$ cat config.mk
export PLATFORM = sky130hd
export DESIGN_NAME = game_flow_ctrl
export DESIGN_NICKNAME = d
export VERILOG_FILES = /design/src/rtl/game_pkg.sv /design/src/rtl/key_press_det.sv /design/src/rtl/game_flow_ctrl.sv
export SDC_FILE = /design/constraint.sdc
export NUM_CORES = 1
export LEC_CHECK = 0
export ABC_AREA = 1
export CAP_MARGIN = 20
export CORE_MARGIN = 2
export CORE_UTILIZATION = 65
export CTS_BUF_LIST = sky130_fd_sc_hd__clkbuf_4 sky130_fd_sc_hd__clkbuf_8 sky130_fd_sc_hd__clkbuf_16
export CTS_CLUSTER_SIZE = 14
export DETAILED_ROUTE_END_ITERATION = 7
export DONT_BUFFER_PORTS = 1
export PLACE_DENSITY = 0.9
export SETUP_SLACK_MARGIN = 0.1
export SLEW_MARGIN = 40
export SYNTH_ARGS = -nofsm -noshare
export SYNTH_HDL_FRONTEND = slang
export SYNTH_SLANG_ARGS = --single-unit
$ cat constraint.sdc
create_clock -name frame_clk -period 13.9 [get_ports frame_clk]
set_clock_uncertainty 0.2 [all_clocks]
set_input_delay 4.17 -clock frame_clk [delete_from_list [all_inputs] [get_ports frame_clk]]
set_output_delay 4.17 -clock frame_clk [all_outputs]
set_load 0.05 [all_outputs]
$ cat src/rtl/game_pkg.sv
// ---------------------------------------------------------------------------
// game_pkg
// Shared definitions for the game flow sequencer:
//   - state_t       : sequencer states (S_PAUSE only with GAME_FLOW_PAUSE_EN)
//   - GS_*          : 2-bit game_state codes seen by motion and rendering
//   - KEY_ENTER/P   : USB keycodes for start and pause
//   - SCORE_*       : points per brick and the score ceiling
//   - popcount8     : counts set bits in a byte of brick flags
//   - encodeState   : maps a sequencer state onto its game_state code
// Optional feature macro: GAME_FLOW_PAUSE_EN
// ---------------------------------------------------------------------------
package game_pkg;

    typedef enum logic [2:0] {
        S_TITLE   = 3'd0,
        S_PLAY    = 3'd1,
        S_RESTART = 3'd2,
        S_DYING   = 3'd3,
        S_OVER    = 3'd4,
        S_WIN     = 3'd5
`ifdef GAME_FLOW_PAUSE_EN
        ,
        S_PAUSE   = 3'd6
`endif
    } state_t;

    localparam logic [1:0] GS_TITLE   = 2'b00;
    localparam logic [1:0] GS_PLAY    = 2'b01;
    localparam logic [1:0] GS_RESTART = 2'b10;
    localparam logic [1:0] GS_FROZEN  = 2'b11;

    localparam logic [7:0] KEY_ENTER = 8'h28;
    localparam logic [7:0] KEY_P     = 8'h13;

    localparam int SCORE_PER_BRICK = 10;
    localparam int SCORE_MAX       = 9999;

    // Number of bricks that were hit this frame, at most eight.
    function automatic logic [3:0] popcount8(input logic [7:0] v);
        logic [3:0] n;
        n = 4'd0;
        for (int i = 0; i < 8; i++) begin
            n = n + {3'b000, v[i]};
        end
        return n;
    endfunction

    // Every non-running state looks "frozen" to the motion block.
    function automatic logic [1:0] encodeState(input state_t s);
        logic [1:0] gs;
        case (s)
            S_TITLE:   gs = GS_TITLE;
            S_PLAY:    gs = GS_PLAY;
            S_RESTART: gs = GS_RESTART;
            default:   gs = GS_FROZEN;
        endcase
        return gs;
    endfunction

endpackage

$ cat src/rtl/key_press_det.sv
// ---------------------------------------------------------------------------
// key_press_det
// Turns a level keycode into a single-frame press pulse for one key. Holding
// the key produces one pulse; the pulse is combinational from the current
// keycode so the press is usable in the frame it is seen.
// Ports:
//   i_clk      frame clock
//   i_resetN   asynchronous active-low reset (clears key history)
//   i_keycode  current USB keycode
//   o_press    high for the first frame the key is down
// ---------------------------------------------------------------------------
module key_press_det
    import game_pkg::*;
#(
    parameter logic [7:0] KEY_CODE = KEY_ENTER
) (
    input  logic       i_clk,
    input  logic       i_resetN,
    input  logic [7:0] i_keycode,
    output logic       o_press
);

    logic w_keyDown;
    logic r_keyWasDown;

    assign w_keyDown = (i_keycode == KEY_CODE);

    // Remember whether the key was down last frame so a held key is seen
    // as a single press.
    always_ff @(posedge i_clk or negedge i_resetN) begin
        if (!i_resetN) begin
            r_keyWasDown <= 1'b0;
        end else begin
            r_keyWasDown <= w_keyDown;
        end
    end

    assign o_press = w_keyDown && !r_keyWasDown;

endmodule

$ cat src/rtl/game_flow_ctrl.sv
// ---------------------------------------------------------------------------
// game_flow_ctrl
// Top-level game sequencer. Owns lives, the level countdown and the score,
// and publishes game_state to the motion and rendering blocks. One clock
// cycle is one video frame.
// Ports:
//   frame_clk   frame clock (only clock)
//   reset       asynchronous active-low reset
//   keycode     current USB keycode (Enter starts, P pauses when enabled)
//   ball_y      player Y; at or below DEATH_Y the player has fallen
//   page_index  signed page of the player; GOAL_PAGE or more wins
//   blockflags  per-brick hit flags; rising bits score in PLAY
//   game_state  00 TITLE, 01 PLAY, 10 RESTART, 11 FROZEN
//   lives       remaining lives
//   time_left   level seconds remaining
//   score       0..9999
//   game_over   high while in OVER
//   level_won   high while in WIN
// Optional feature macro: GAME_FLOW_PAUSE_EN (P toggles a pause in PLAY)
// ---------------------------------------------------------------------------
module game_flow_ctrl
    import game_pkg::*;
#(
    parameter int FRAME_HZ       = 60,
    parameter int TIME_LIMIT     = 300,
    parameter int LIVES_INIT     = 3,
    parameter int DEATH_Y        = 400,
    parameter int GOAL_PAGE      = 3,
    parameter int DIE_FRAMES     = 60,
    parameter int RESTART_FRAMES = 2
) (
    input  logic        frame_clk,
    input  logic        reset,
    input  logic [7:0]  keycode,
    input  logic [9:0]  ball_y,
    input  logic [31:0] page_index,
    input  logic [7:0]  blockflags,
    output logic [1:0]  game_state,
    output logic [2:0]  lives,
    output logic [8:0]  time_left,
    output logic [13:0] score,
    output logic        game_over,
    output logic        level_won
);

    localparam int DIE_LOAD     = (DIE_FRAMES < 1) ? 1 : DIE_FRAMES;
    localparam int RESTART_LOAD = (RESTART_FRAMES < 1) ? 1 : RESTART_FRAMES;
    localparam int HOLD_MAX     = (DIE_LOAD > RESTART_LOAD) ? DIE_LOAD : RESTART_LOAD;
    localparam int HOLD_W       = $clog2(HOLD_MAX + 1);
    localparam int DIV_W        = (FRAME_HZ > 1) ? $clog2(FRAME_HZ) : 1;

    localparam logic [9:0]         DEATH_Y_V = 10'(DEATH_Y);
    localparam logic signed [31:0] GOAL_V    = 32'(GOAL_PAGE);
    localparam logic [DIV_W-1:0]   DIV_LAST  = DIV_W'(FRAME_HZ - 1);

    state_t              r_state;
    state_t              w_nextState;
    logic [HOLD_W-1:0]   r_hold;
    logic [DIV_W-1:0]    r_div;
    logic [2:0]          r_lives;
    logic [8:0]          r_timeLeft;
    logic [13:0]         r_score;
    logic [7:0]          r_flagsQ;
    logic [1:0]          r_gameState;
    logic                r_gameOver;
    logic                r_levelWon;

    logic                w_startPress;
    logic                w_holdDone;
    logic                w_fell;
    logic                w_atGoal;
    logic                w_enterRestart;
    logic                w_enterDying;
    logic [7:0]          w_rise;
    logic [14:0]         w_scoreGain;
    logic [14:0]         w_scoreSum;
    logic [13:0]         w_scoreNext;

    key_press_det #(.KEY_CODE(KEY_ENTER)) u_enterDet (
        .i_clk     (frame_clk),
        .i_resetN  (reset),
        .i_keycode (keycode),
        .o_press   (w_startPress)
    );

`ifdef GAME_FLOW_PAUSE_EN
    logic w_pausePress;

    key_press_det #(.KEY_CODE(KEY_P)) u_pauseDet (
        .i_clk     (frame_clk),
        .i_resetN  (reset),
        .i_keycode (keycode),
        .o_press   (w_pausePress)
    );
`endif

    assign w_holdDone     = (r_hold == HOLD_W'(1));
    assign w_fell         = (ball_y >= DEATH_Y_V);
    assign w_atGoal       = ($signed(page_index) >= GOAL_V);
    assign w_enterRestart = (w_nextState == S_RESTART) && (r_state != S_RESTART);
    assign w_enterDying   = (w_nextState == S_DYING) && (r_state != S_DYING);

    // Only bricks that turn on this frame score; the page-change clear drops
    // flags, which never counts.
    assign w_rise      = blockflags & ~r_flagsQ;
    assign w_scoreGain = 15'(popcount8(w_rise)) * 15'(SCORE_PER_BRICK);
    assign w_scoreSum  = {1'b0, r_score} + w_scoreGain;
    assign w_scoreNext = (w_scoreSum > 15'(SCORE_MAX)) ? 14'(SCORE_MAX) : w_scoreSum[13:0];

    // Next-state decision. In PLAY a win beats a death, and a fall plus a
    // timeout in the same frame is still a single death.
    always_comb begin
        w_nextState = r_state;
        case (r_state)
            S_TITLE: begin
                if (w_startPress) begin
                    w_nextState = S_RESTART;
                end
            end
            S_RESTART: begin
                if (w_holdDone) begin
                    w_nextState = S_PLAY;
                end
            end
            S_PLAY: begin
                if (w_atGoal) begin
                    w_nextState = S_WIN;
                end else if (w_fell || (r_timeLeft == 9'd0)) begin
                    w_nextState = S_DYING;
                end
`ifdef GAME_FLOW_PAUSE_EN
                else if (w_pausePress) begin
                    w_nextState = S_PAUSE;
                end
`endif
            end
            S_DYING: begin
                if (w_holdDone) begin
                    w_nextState = (r_lives <= 3'd1) ? S_OVER : S_RESTART;
                end
            end
            S_OVER, S_WIN: begin
                if (w_startPress) begin
                    w_nextState = S_TITLE;
                end
            end
`ifdef GAME_FLOW_PAUSE_EN
            S_PAUSE: begin
                if (w_pausePress) begin
                    w_nextState = S_PLAY;
                end
            end
`endif
            default: begin
                w_nextState = S_TITLE;
            end
        endcase
    end

    // State register plus the shared hold counter. The counter loads on entry
    // to DYING or RESTART and the state leaves when it reads 1, so a load of N
    // keeps the state for exactly N frames.
    always_ff @(posedge frame_clk or negedge reset) begin
        if (!reset) begin
            r_state <= S_TITLE;
            r_hold  <= '0;
        end else begin
            r_state <= w_nextState;
            if (w_enterDying) begin
                r_hold <= HOLD_W'(DIE_LOAD);
            end else if (w_enterRestart) begin
                r_hold <= HOLD_W'(RESTART_LOAD);
            end else if (r_hold != '0) begin
                r_hold <= r_hold - HOLD_W'(1);
            end
        end
    end

    // Level timer. Every restart gives a fresh level time and a clean divider;
    // otherwise it only runs while actually playing, so a pause keeps the
    // divider phase intact.
    always_ff @(posedge frame_clk or negedge reset) begin
        if (!reset) begin
            r_div      <= '0;
            r_timeLeft <= 9'(TIME_LIMIT);
        end else if (w_enterRestart) begin
            r_div      <= '0;
            r_timeLeft <= 9'(TIME_LIMIT);
        end else if (r_state == S_PLAY) begin
            if (r_div == DIV_LAST) begin
                r_div <= '0;
                if (r_timeLeft != 9'd0) begin
                    r_timeLeft <= r_timeLeft - 9'd1;
                end
            end else begin
                r_div <= r_div + DIV_W'(1);
            end
        end
    end

    // Lives reload when a new game starts and drop by one as the death
    // freeze ends, never going below zero.
    always_ff @(posedge frame_clk or negedge reset) begin
        if (!reset) begin
            r_lives <= 3'(LIVES_INIT);
        end else if ((r_state == S_TITLE) && w_startPress) begin
            r_lives <= 3'(LIVES_INIT);
        end else if ((r_state == S_DYING) && w_holdDone) begin
            r_lives <= (r_lives > 3'd1) ? (r_lives - 3'd1) : 3'd0;
        end
    end

    // Score accumulates only while playing, but the flag history is kept in
    // every state so bricks already lit on entry to PLAY are not rewarded.
    always_ff @(posedge frame_clk or negedge reset) begin
        if (!reset) begin
            r_score  <= '0;
            r_flagsQ <= '0;
        end else begin
            r_flagsQ <= blockflags;
            if ((r_state == S_TITLE) && w_startPress) begin
                r_score <= '0;
            end else if (r_state == S_PLAY) begin
                r_score <= w_scoreNext;
            end
        end
    end

    // Registered status outputs, computed from the state being entered so
    // they line up with the state register.
    always_ff @(posedge frame_clk or negedge reset) begin
        if (!reset) begin
            r_gameState <= GS_TITLE;
            r_gameOver  <= 1'b0;
            r_levelWon  <= 1'b0;
        end else begin
            r_gameState <= encodeState(w_nextState);
            r_gameOver  <= (w_nextState == S_OVER);
            r_levelWon  <= (w_nextState == S_WIN);
        end
    end

    assign game_state = r_gameState;
    assign lives      = r_lives;
    assign time_left  = r_timeLeft;
    assign score      = r_score;
    assign game_over  = r_gameOver;
    assign level_won  = r_levelWon;

endmodule

==> reports/metrics.yaml, run 1 <==
synth:
  synth_fa_ha_area_share_pct: 9.657
  syn_area_um2: 3757
  synthArstFlopShare_pct: 100.0
  syn-instance-count: 512
  yosysTopAreaCell: "dfrtp_1"
  synth_edf_count: 0
  synthSimpleGateAreaFrac_pct: 33.80
  synth_mux_area_share_pct: 0
  yosysWarnings: 0
  synthXorXnorAreaFrac_pct: 3.497
  avgSynthCellArea_um2: 7.339
  synth_top_family_by_area: "simple AND/OR/NAND/NOR gates"
  ys_types: 44
  synth-seq-cells: 54
  ys.flop_type: "dfrtp_1"
  synth_top_area_share_pct: 31.97
  ys_top_cells_by_area: "dfrtp_1 (32%), nand2_1 (14%), inv_1 (9.2%)"
  synth-compound-area-share_pct: 6.427
  synth_fp_nets: 598
  synth_seq_area_share_pct: 36.16
critical_path:
  worstPathArrival_ps: 9270
  cp-start-kind: "primary input"
  cpPeakStageDelay_ps: 550
  crit_fanout: 7
  endpoint_kind: "register"
  cp_slowest_cell: "fa_1"
  worst_ep_required_time_ps: 13940
  crit_type: "primary input to register"
global_routing:
  grt-ovfl-total: 0
  grt_first_pass_wirelength_um: 13090
  grt_pass1_vias: 3175
  grt_use_total_pct: 25.58
  grt_max_degree: 55
  antenna_found_initial: 0
sta:
  hold_violations: 0
  rsz0062_at_grt: "false"
  finalSetupTns_ps: 0
  finalMaxSlewViolations: 0
  worstMarginPinSlew_ps: 694.9
  fin_crit_sh_pct: 66.42
  relSlewSlack_pct: 53.67
  layout_min_cycle_time_ps: 9233
  setup_viol: 0
  fmax_mhz: 108.3
floorplanning:
  die_w_um: 80.03
  die_h_um: 80.03
  core_area_um2: 5540
  num_rows: 27
  dieArea_um2: 6405
  pin_count: 90
  start_util_pct: 67.82
cts:
  path_clk_slew_ps: 90
  cts_sinks: 54
  cts_resized: 0
  cts_made_buffers: 5
  cts_hold_buffers: 0
  h-tree-depth: 2
  cts_tree: "done"
  clock_latency_ps: 310
  cts_buffer_depth: 2
  post_cts_buffers: 0
  root_buffer: "clkbuf_8"
worst_hold_path:
  min_path_type: "register to register"
finish:
  drive_gt1_share_pct: 8.772
  final_cell_mix: "nand2_1 (140), inv_1 (92), nor2_1 (59)"
  final_common_cell: "nand2_1"
  stdcell_count: 585
  seqCellArea_um2: 1359
  multiInputGateArea_um2: 2006
  fillers: 449
  nets: 598
  diodes: 0
  area_growth_pct: 4.262
power_and_ir_drop:
  p_per_area_nw_per_um2: 110.2
  power.leakage_uw: 0.002178
  ir_worst_vdd_mv: 0.07792
placed_design:
  dp_hpwl_um: 5698
  place_inst: 577
  place_congestion: 0.8804
  io_buffers: 0
detailed_routing:
  drc: 0
  dr.pass1.iters: 5
  drt-wirelength-per-cell_um: 13.09
  antenna_left: 0
  drtIter0Drc: 157
  via_count: 3224
  via_per_inst: 5.511
  finalWirelength_um: 7660
flow_run:
  max_cap_violations: 0
run_status:
  outcome: "finished clean"
power by group:
group | internal, µW | switching [µW]
combinational | 52.5 | 82.4
sequential | 171 | 18.2
clock | 57.9 | 50.2
total | 281 | 151
routing by layer:
layer | routed length [µm] | global-route usage (%) | vias up
met5 | 0 | 0 | -
met4 | 108 | 8.814 | 0
li1 | - | - | 1598
met2 | 4111 | 47.50 | 101
met1 | 3003 | 28.91 | 1510
met3 | 438 | 5.090 | 15
cell families after synthesis:
family,after synthesis
flops,54
fa+ha+maj,26
xor+xnor,15
simple gates,282
buf+inv,100
compound gates,35
sequential cells by signal (all words and copies together) (netlist names):
| signal | flops |
|---|---|
| score | 14 |
| time_left | 9 |
| r_flagsQ | 8 |
| r_div | 6 |
| r_hold | 6 |
| lives | 3 |
| r_state | 3 |
| game_state | 2 |
| game_over | 1 |
| level_won | 1 |
| u_enterDet.r_keyWasDown | 1 |
cell usage after synthesis, types with 3 or more instances:
master,number
nand2_1,140
inv_1,92
nor2_1,59
dfrtp_1,48
nand3_1,38
ha_1,21
nand4_1,13
xor2_1,11
o21ai_0,10
nand2_2,8
dfstp_2,6
nor3_1,6
fa_1,5
a21oi_1,4
nand3b_1,4
xnor2_1,4
nand3_2,3
nor2_2,3
o21ai_2,3
worst paths after layout:
check	from	endpoint	slack [ps]	cells after the start
max in group asynchronous	reset	time_left[8]	9980	0
hold reg to reg	r_hold[1]	r_hold[1]	340	2
min in group asynchronous	reset	game_state[1]	3340	0
setup reg to reg	r_flagsQ[0]	score[0]	8220	26
hold / removal	r_hold[1]	r_hold[1]	340	2
setup / recovery	blockflags[0]	score[0]	4670	27
through the flow:
| stage | setup WS [ps] | cell area, µm² | hold slack (ps) | power [µW] | util (%) |
|---|---|---|---|---|---|
| floorplan | 4794 | 3757 | 291.6 | 299.9 | - |
| global placement | 4478 | 3804 | 310.5 | 319.9 | 68.65 |
| detailed placement | 4339 | 3804 | 318.1 | 325.8 | 68.65 |
| CTS | 4663 | 3918 | 340.2 | 433.3 | 70.71 |
| global route | 4277 | 3918 | 427.7 | 463.7 | 70.71 |
| finish | 4667 | 3918 | 337.1 | 431.9 | 70.71 |
layout make-up:
cell class | count | share of cell area [%]
Tap cell | 72 | 2.300
Clock buffer | 7 | 2.140
Multi-Input combinational cell | 358 | 51.20
Inverter | 93 | 8.911
Sequential cell | 54 | 34.69
Clock inverter | 1 | 0.7665
worst max-delay path: cells and delay by family:
| kind | cells | cell delay [ps] |
|---|---|---|
| XOR/XNOR | 1 | 150 |
| buffers and inverters | 5 | 220 |
| AND/OR/NAND/NOR | 10 | 970 |
| adder cells (fa/ha/maj) | 9 | 3350 |
| AO/OA/AOI/OAI | 2 | 400 |
(Power assumes the default switching activity.)
==> run 2: changes to the inputs <==
--- a/config.mk
+++ b/config.mk
@@ -8,12 +8,12 @@
 export ABC_AREA = 1
 export CAP_MARGIN = 20
 export CORE_MARGIN = 2
-export CORE_UTILIZATION = 65
+export CORE_UTILIZATION = 64
 export CTS_BUF_LIST = sky130_fd_sc_hd__clkbuf_4 sky130_fd_sc_hd__clkbuf_8 sky130_fd_sc_hd__clkbuf_16
 export CTS_CLUSTER_SIZE = 14
 export DETAILED_ROUTE_END_ITERATION = 7
 export DONT_BUFFER_PORTS = 1
-export PLACE_DENSITY = 0.9
+export PLACE_DENSITY = 0.89
 export SETUP_SLACK_MARGIN = 0.1
 export SLEW_MARGIN = 40
 export SYNTH_ARGS = -nofsm -noshare
==> constraint.sdc (replaced) <==
create_clock -name frame_clk -period 9.6 [get_ports frame_clk]
set_clock_uncertainty 0.2 [all_clocks]
set_input_delay 2.88 -clock frame_clk [delete_from_list [all_inputs] [get_ports frame_clk]]
set_output_delay 2.88 -clock frame_clk [all_outputs]
set_load 0.05 [all_outputs]
==> reports/metrics.yaml, run 2 (synthesized netlist as in run 1, its figures left out) <==
floorplanning:
  num_rows: 27
  dieArea_um2: 6500
  start_util_pct: 67.41
  pin_count: 90
  core_area_um2: 5574
  die_h_um: 80.62
  die_w_um: 80.62
critical_path:
  endpoint_kind: "register"
  worstPathArrival_ps: 7920
  cp_slowest_cell: "fa_1"
  worst_path_most_repeated_cell: "nand2_1"
  worst_ep_required_time_ps: 9590
  rr_startpoint: "r_flagsQ[0]"
  r2r_end: "score[10]"
  crit_fanout: 7
  crit_start: "blockflags[0]"
  critPathTopFamily: "adder cells"
  cp.buffers_inverters: 4
  cpPeakStageDelay_ps: 560
  cp-start-kind: "primary input"
  r2r_cells: 26
  crit_type: "primary input to register"
  cp.depth: 27
  r2r_slack_ps: 3930
detailed_routing:
  via_count: 3200
  drc: 0
  via_per_inst: 5.470
  drtIter0Drc: 120
  antenna_left: 0
  finalWirelength_um: 7546
  drt-wirelength-per-cell_um: 12.90
  dr.pass1.iters: 4
global_routing:
  grt-ovfl-total: 0
  grt_use_total_pct: 24.80
  grt_first_pass_wirelength_um: 12700
  grt_pass1_vias: 3031
  antenna_found_initial: 0
  grt_max_degree: 55
sta:
  fin_crit_sh_pct: 82.57
  rsz0062_at_grt: "false"
  worstMarginPinSlew_ps: 723.2
  fmax_mhz: 126.2
  whs_ps: 358.7
  setup_viol: 0
  layout_min_cycle_time_ps: 7927
  relSlewSlack_pct: 51.78
  hold_violations: 0
  finalSetupTns_ps: 0
  setup_ws_ps: 1673
  finalMaxSlewViolations: 0
cts:
  cts_hold_buffers: 0
  clock_latency_ps: 310
  cts_made_buffers: 5
  cts_sinks: 54
  h-tree-depth: 2
  cts_buffer_depth: 2
  post_cts_buffers: 0
  path_clk_slew_ps: 100
  cts_tree: "done"
  root_buffer: "clkbuf_8"
  cts_resized: 0
run_status:
  outcome: "finished clean"
power_and_ir_drop:
  power.leakage_uw: 0.002170
  ir_worst_vdd_mv: 0.1277
  p_per_area_nw_per_um2: 155.1
finish:
  nets: 598
  drive_gt1_share_pct: 8.772
  largest_register_ffs: 14
  diodes: 0
  area_growth_pct: 3.763
  fillers: 453
  final_cell_mix: "nand2_1 (140), inv_1 (92), nor2_1 (59)"
  final_common_cell: "nand2_1"
worst_hold_path:
  min_from: "r_hold[1]"
  min_path_type: "register to register"
  hold_end: "r_hold[1]"
  min_delay_path_depth: 2
placed_design:
  io_buffers: 0
  pre_cts_ws_ps: 1306
  dp_hpwl_um: 5743
  place_congestion: 0.8540
flow_run:
  max_cap_violations: 0
-- run 2: changes by cell type in the layout (fill, tap and decap cells not counted), sizes merged --
cell,before,now
bufinv,1,0
clkinv,0,1
-- run 2: cell type report --
cell class                      count  area [µm²]  share of cell area, %
Multi-Input combinational cell    358        2006                  51.44
Sequential cell                    54        1359                  34.85
Inverter                           93       349.1                  8.954
Clock buffer                        7       90.09                  2.311
Tap cell                           72       90.09                  2.311
Clock inverter                      1       5.005                 0.1284
-- run 2: metal layers --
| metal | share of wire, % | up-vias | GRT usage [%] |
|---|---|---|---|
| met5 | 0 | - | 0 |
| met4 | 1.3 | 0 | 7.288 |
| met3 | 5.2 | 10 | 4.270 |
| met2 | 53 | 87 | 46.83 |
| met1 | 40 | 1506 | 28.36 |
| li1 | - | 1597 | - |
-- run 2: power by group --
part           leakage (µW)  switching (µW)  total (µW)  internal [µW]
sequential         0.000641            26.8         274            247
clock             0.0000517            74.6         136           61.3
combinational       0.00148             119         195           76.2
-- run 2: per-stage QoR --
step	utilization (%)	instances	power, µW	area (µm²)
final	69.94	585	604.9	3899
after global routing	69.94	585	645.3	3899
after CTS	69.94	585	608.8	3899
after detailed placement	68.24	577	474.0	3804
after global placement	68.24	577	462.7	3804
after floorplan	-	512	434.3	3757
-- run 2: worst max path at each step --
| stage | end | slack [ps] |
|---|---|---|
| floorplan | score[11] | 1780 |
| global placement | score[8] | 1490 |
| detailed placement | score[10] | 1310 |
| CTS | score[10] | 1640 |
| global route | score[12] | 1330 |
| finish | score[10] | 1670 |
-- run 2: worst min-delay path, delay by kind of cell (launching register included) --
family / cells / cell delay [ps]
flip-flops: 1 / 360
AND/OR/NAND/NOR: 2 / 170
==> run 3: changes to the inputs <==
--- a/config.mk
+++ b/config.mk
@@ -8,12 +8,12 @@
 export ABC_AREA = 1
 export CAP_MARGIN = 20
 export CORE_MARGIN = 2
-export CORE_UTILIZATION = 64
+export CORE_UTILIZATION = 58
 export CTS_BUF_LIST = sky130_fd_sc_hd__clkbuf_4 sky130_fd_sc_hd__clkbuf_8 sky130_fd_sc_hd__clkbuf_16
 export CTS_CLUSTER_SIZE = 14
 export DETAILED_ROUTE_END_ITERATION = 7
 export DONT_BUFFER_PORTS = 1
-export PLACE_DENSITY = 0.89
+export PLACE_DENSITY = 0.85
 export SETUP_SLACK_MARGIN = 0.1
 export SLEW_MARGIN = 40
 export SYNTH_ARGS = -nofsm -noshare
==> constraint.sdc (replaced) <==
create_clock -name frame_clk -period 6.65 [get_ports frame_clk]
set_clock_uncertainty 0.2 [all_clocks]
set_input_delay 1.995 -clock frame_clk [delete_from_list [all_inputs] [get_ports frame_clk]]
set_output_delay 1.995 -clock frame_clk [all_outputs]
set_load 0.05 [all_outputs]
==> reports/metrics.yaml, run 3 (synthesized netlist as in run 1, its figures left out) <==
run_status:
  outcome: "complete, but fails checks"
  violations: "negative setup slack"
cts:
  path_clk_slew_ps: 100
  cts_sinks: 54
  root_buffer: "clkbuf_8"
  h-tree-depth: 2
  cts_buffer_depth: 2
  cts_made_buffers: 5
  cts_tree: "done"
  clock_latency_ps: 300
flow_run:
  max_cap_violations: 0
global_routing:
  antenna_found_initial: 0
  grt_first_pass_wirelength_um: 14280
  grt_max_degree: 55
  grt_pass1_vias: 3350
  grt-ovfl-total: 0
  grt_use_total_pct: 24.16
worst_hold_path:
  min_path_type: "register to register"
finish:
  area_growth_pct: 15.32
  largest_register_ffs: 14
  nets: 624
  diodes: 0
  drive_gt1_share_pct: 21.71
  final_cell_mix: "nand2_1 (125), inv_1 (86), nor2_1 (52)"
  final_common_cell: "nand2_1"
detailed_routing:
  drt-wirelength-per-cell_um: 13.52
  drc: 0
  via_per_inst: 5.349
  drtIter0Drc: 135
  antenna_left: 0
  finalWirelength_um: 8326
  via_count: 3295
  dr.pass1.iters: 4
floorplanning:
  core_area_um2: 6314
  start_util_pct: 59.51
  die_h_um: 84.49
  pin_count: 90
  dieArea_um2: 7138
  die_w_um: 84.49
  num_rows: 29
sta:
  worstMarginPinSlew_ps: 780.0
  relSlewSlack_pct: 48.00
  hold_violations: 0
  setup_ws_ps: -45.78
  setup_viol: 13
  whs_ps: 348.8
  fin_crit_sh_pct: 100.7
  fmax_mhz: 149.3
  finalMaxSlewViolations: 0
  rsz0062_at_grt: "true"
  layout_min_cycle_time_ps: 6696
critical_path:
  worstPathArrival_ps: 6680
  cpPeakStageDelay_ps: 580
  crit_type: "primary input to register"
  endpoint_kind: "register"
  crit_fanout: 7
  cp.buffers_inverters: 4
  cp_slowest_cell: "fa_2"
  r2r_slack_ps: 1280
  worst_ep_required_time_ps: 6640
  cp-start-kind: "primary input"
  worst_path_most_repeated_cell: "nand2_2"
  critPathTopFamily: "adder cells"
power_and_ir_drop:
  ir_worst_vdd_mv: 0.1669
  p_per_area_nw_per_um2: 221.6
  power.leakage_uw: 0.002317
placed_design:
  dp_hpwl_um: 6045
  place_congestion: 0.8818
  io_buffers: 0
  pre_cts_ws_ps: -413.0
==> run 3: what timing repair did <==
item | 4_1_cts | 5_1_grt
pin swaps | 12 | 11
buffers inserted | 2 | 2
resized for setup | 22 | 30
setup endpoints to repair | 14 | 14
hold buffers | 0 | 0
cloned | 0 | 0
==> run 3: where the power goes <==
part | leakage [µW] | switching, µW | internal, µW
Combinational | 0.00163 | 207 | 163
Sequential | 0.000641 | 40.3 | 357
Clock | 0.0000472 | 109 | 84.0
Total | 0.00232 | 356 | 604
==> run 3: path summary, 6_finish.rpt <==
| kind | from | end | depth (start not counted) |
|---|---|---|---|
| worst max-delay path | blockflags[0] | score[1] | 27 |
| worst min-delay path | r_hold[1] | r_hold[1] | 2 |
| worst max register to register | r_flagsQ[0] | score[1] | 26 |
| worst min register to register | r_hold[1] | r_hold[1] | 2 |
| max in group asynchronous | reset | time_left[5] | 0 |
| min in group asynchronous | reset | score[11] | 0 |
==> run 3: final cells by class <==
type	instances	area [µm²]
well taps	77	96.34
clock inverters	2	12.51
multi-input cells	358	2222
clock buffers	6	82.58
repair buffers	26	198.9
inverters	93	361.6
flip-flops and latches	54	1359
fillers	496	1981
==> run 3: metal layers <==
layer	track usage, %	vias to the layer above	part of all wire [%]
met5	0	-	0
met1	27.49	1548	39
li1	-	1649	-
met3	5.801	14	5.2
met2	44.67	84	54
met4	7.215	0	1.5
==> run 3: worst reg2reg max path, stage by stage, from the launching register on <==
cell	delay, ps
dfrtp_1	380
nor2_4	50
fa_1	520
inv_1	50
fa_1	460
fa_1	490
inv_1	50
ha_2	190
fa_2	580
ha_4	210
ha_4	160
ha_4	150
inv_2	40
nand2_2	50
xor2_1	140
ha_2	380
nand2_2	120
nor2_4	140
nand2_2	90
nand2_4	80
nand3_2	60
nand2_2	110
nand2_1	100
nor2_2	140
nand3_4	110
nand2_4	120
nand3_1	90
==> run 3: stage by stage <==
stage               total power [µW]  std cells  area, µm²  setup TNS [ps]  util [%]
finish                         960.1        616       4333          -390.1     68.63
global placement               711.8        604       4015           -4236     63.59
detailed placement             725.5        604       4015           -5394     63.59
CTS                            945.3        614       4219               0     66.83
global route                    1022        616       4333           -2215     68.63
floorplan                      633.0        512       3797          -736.9         -
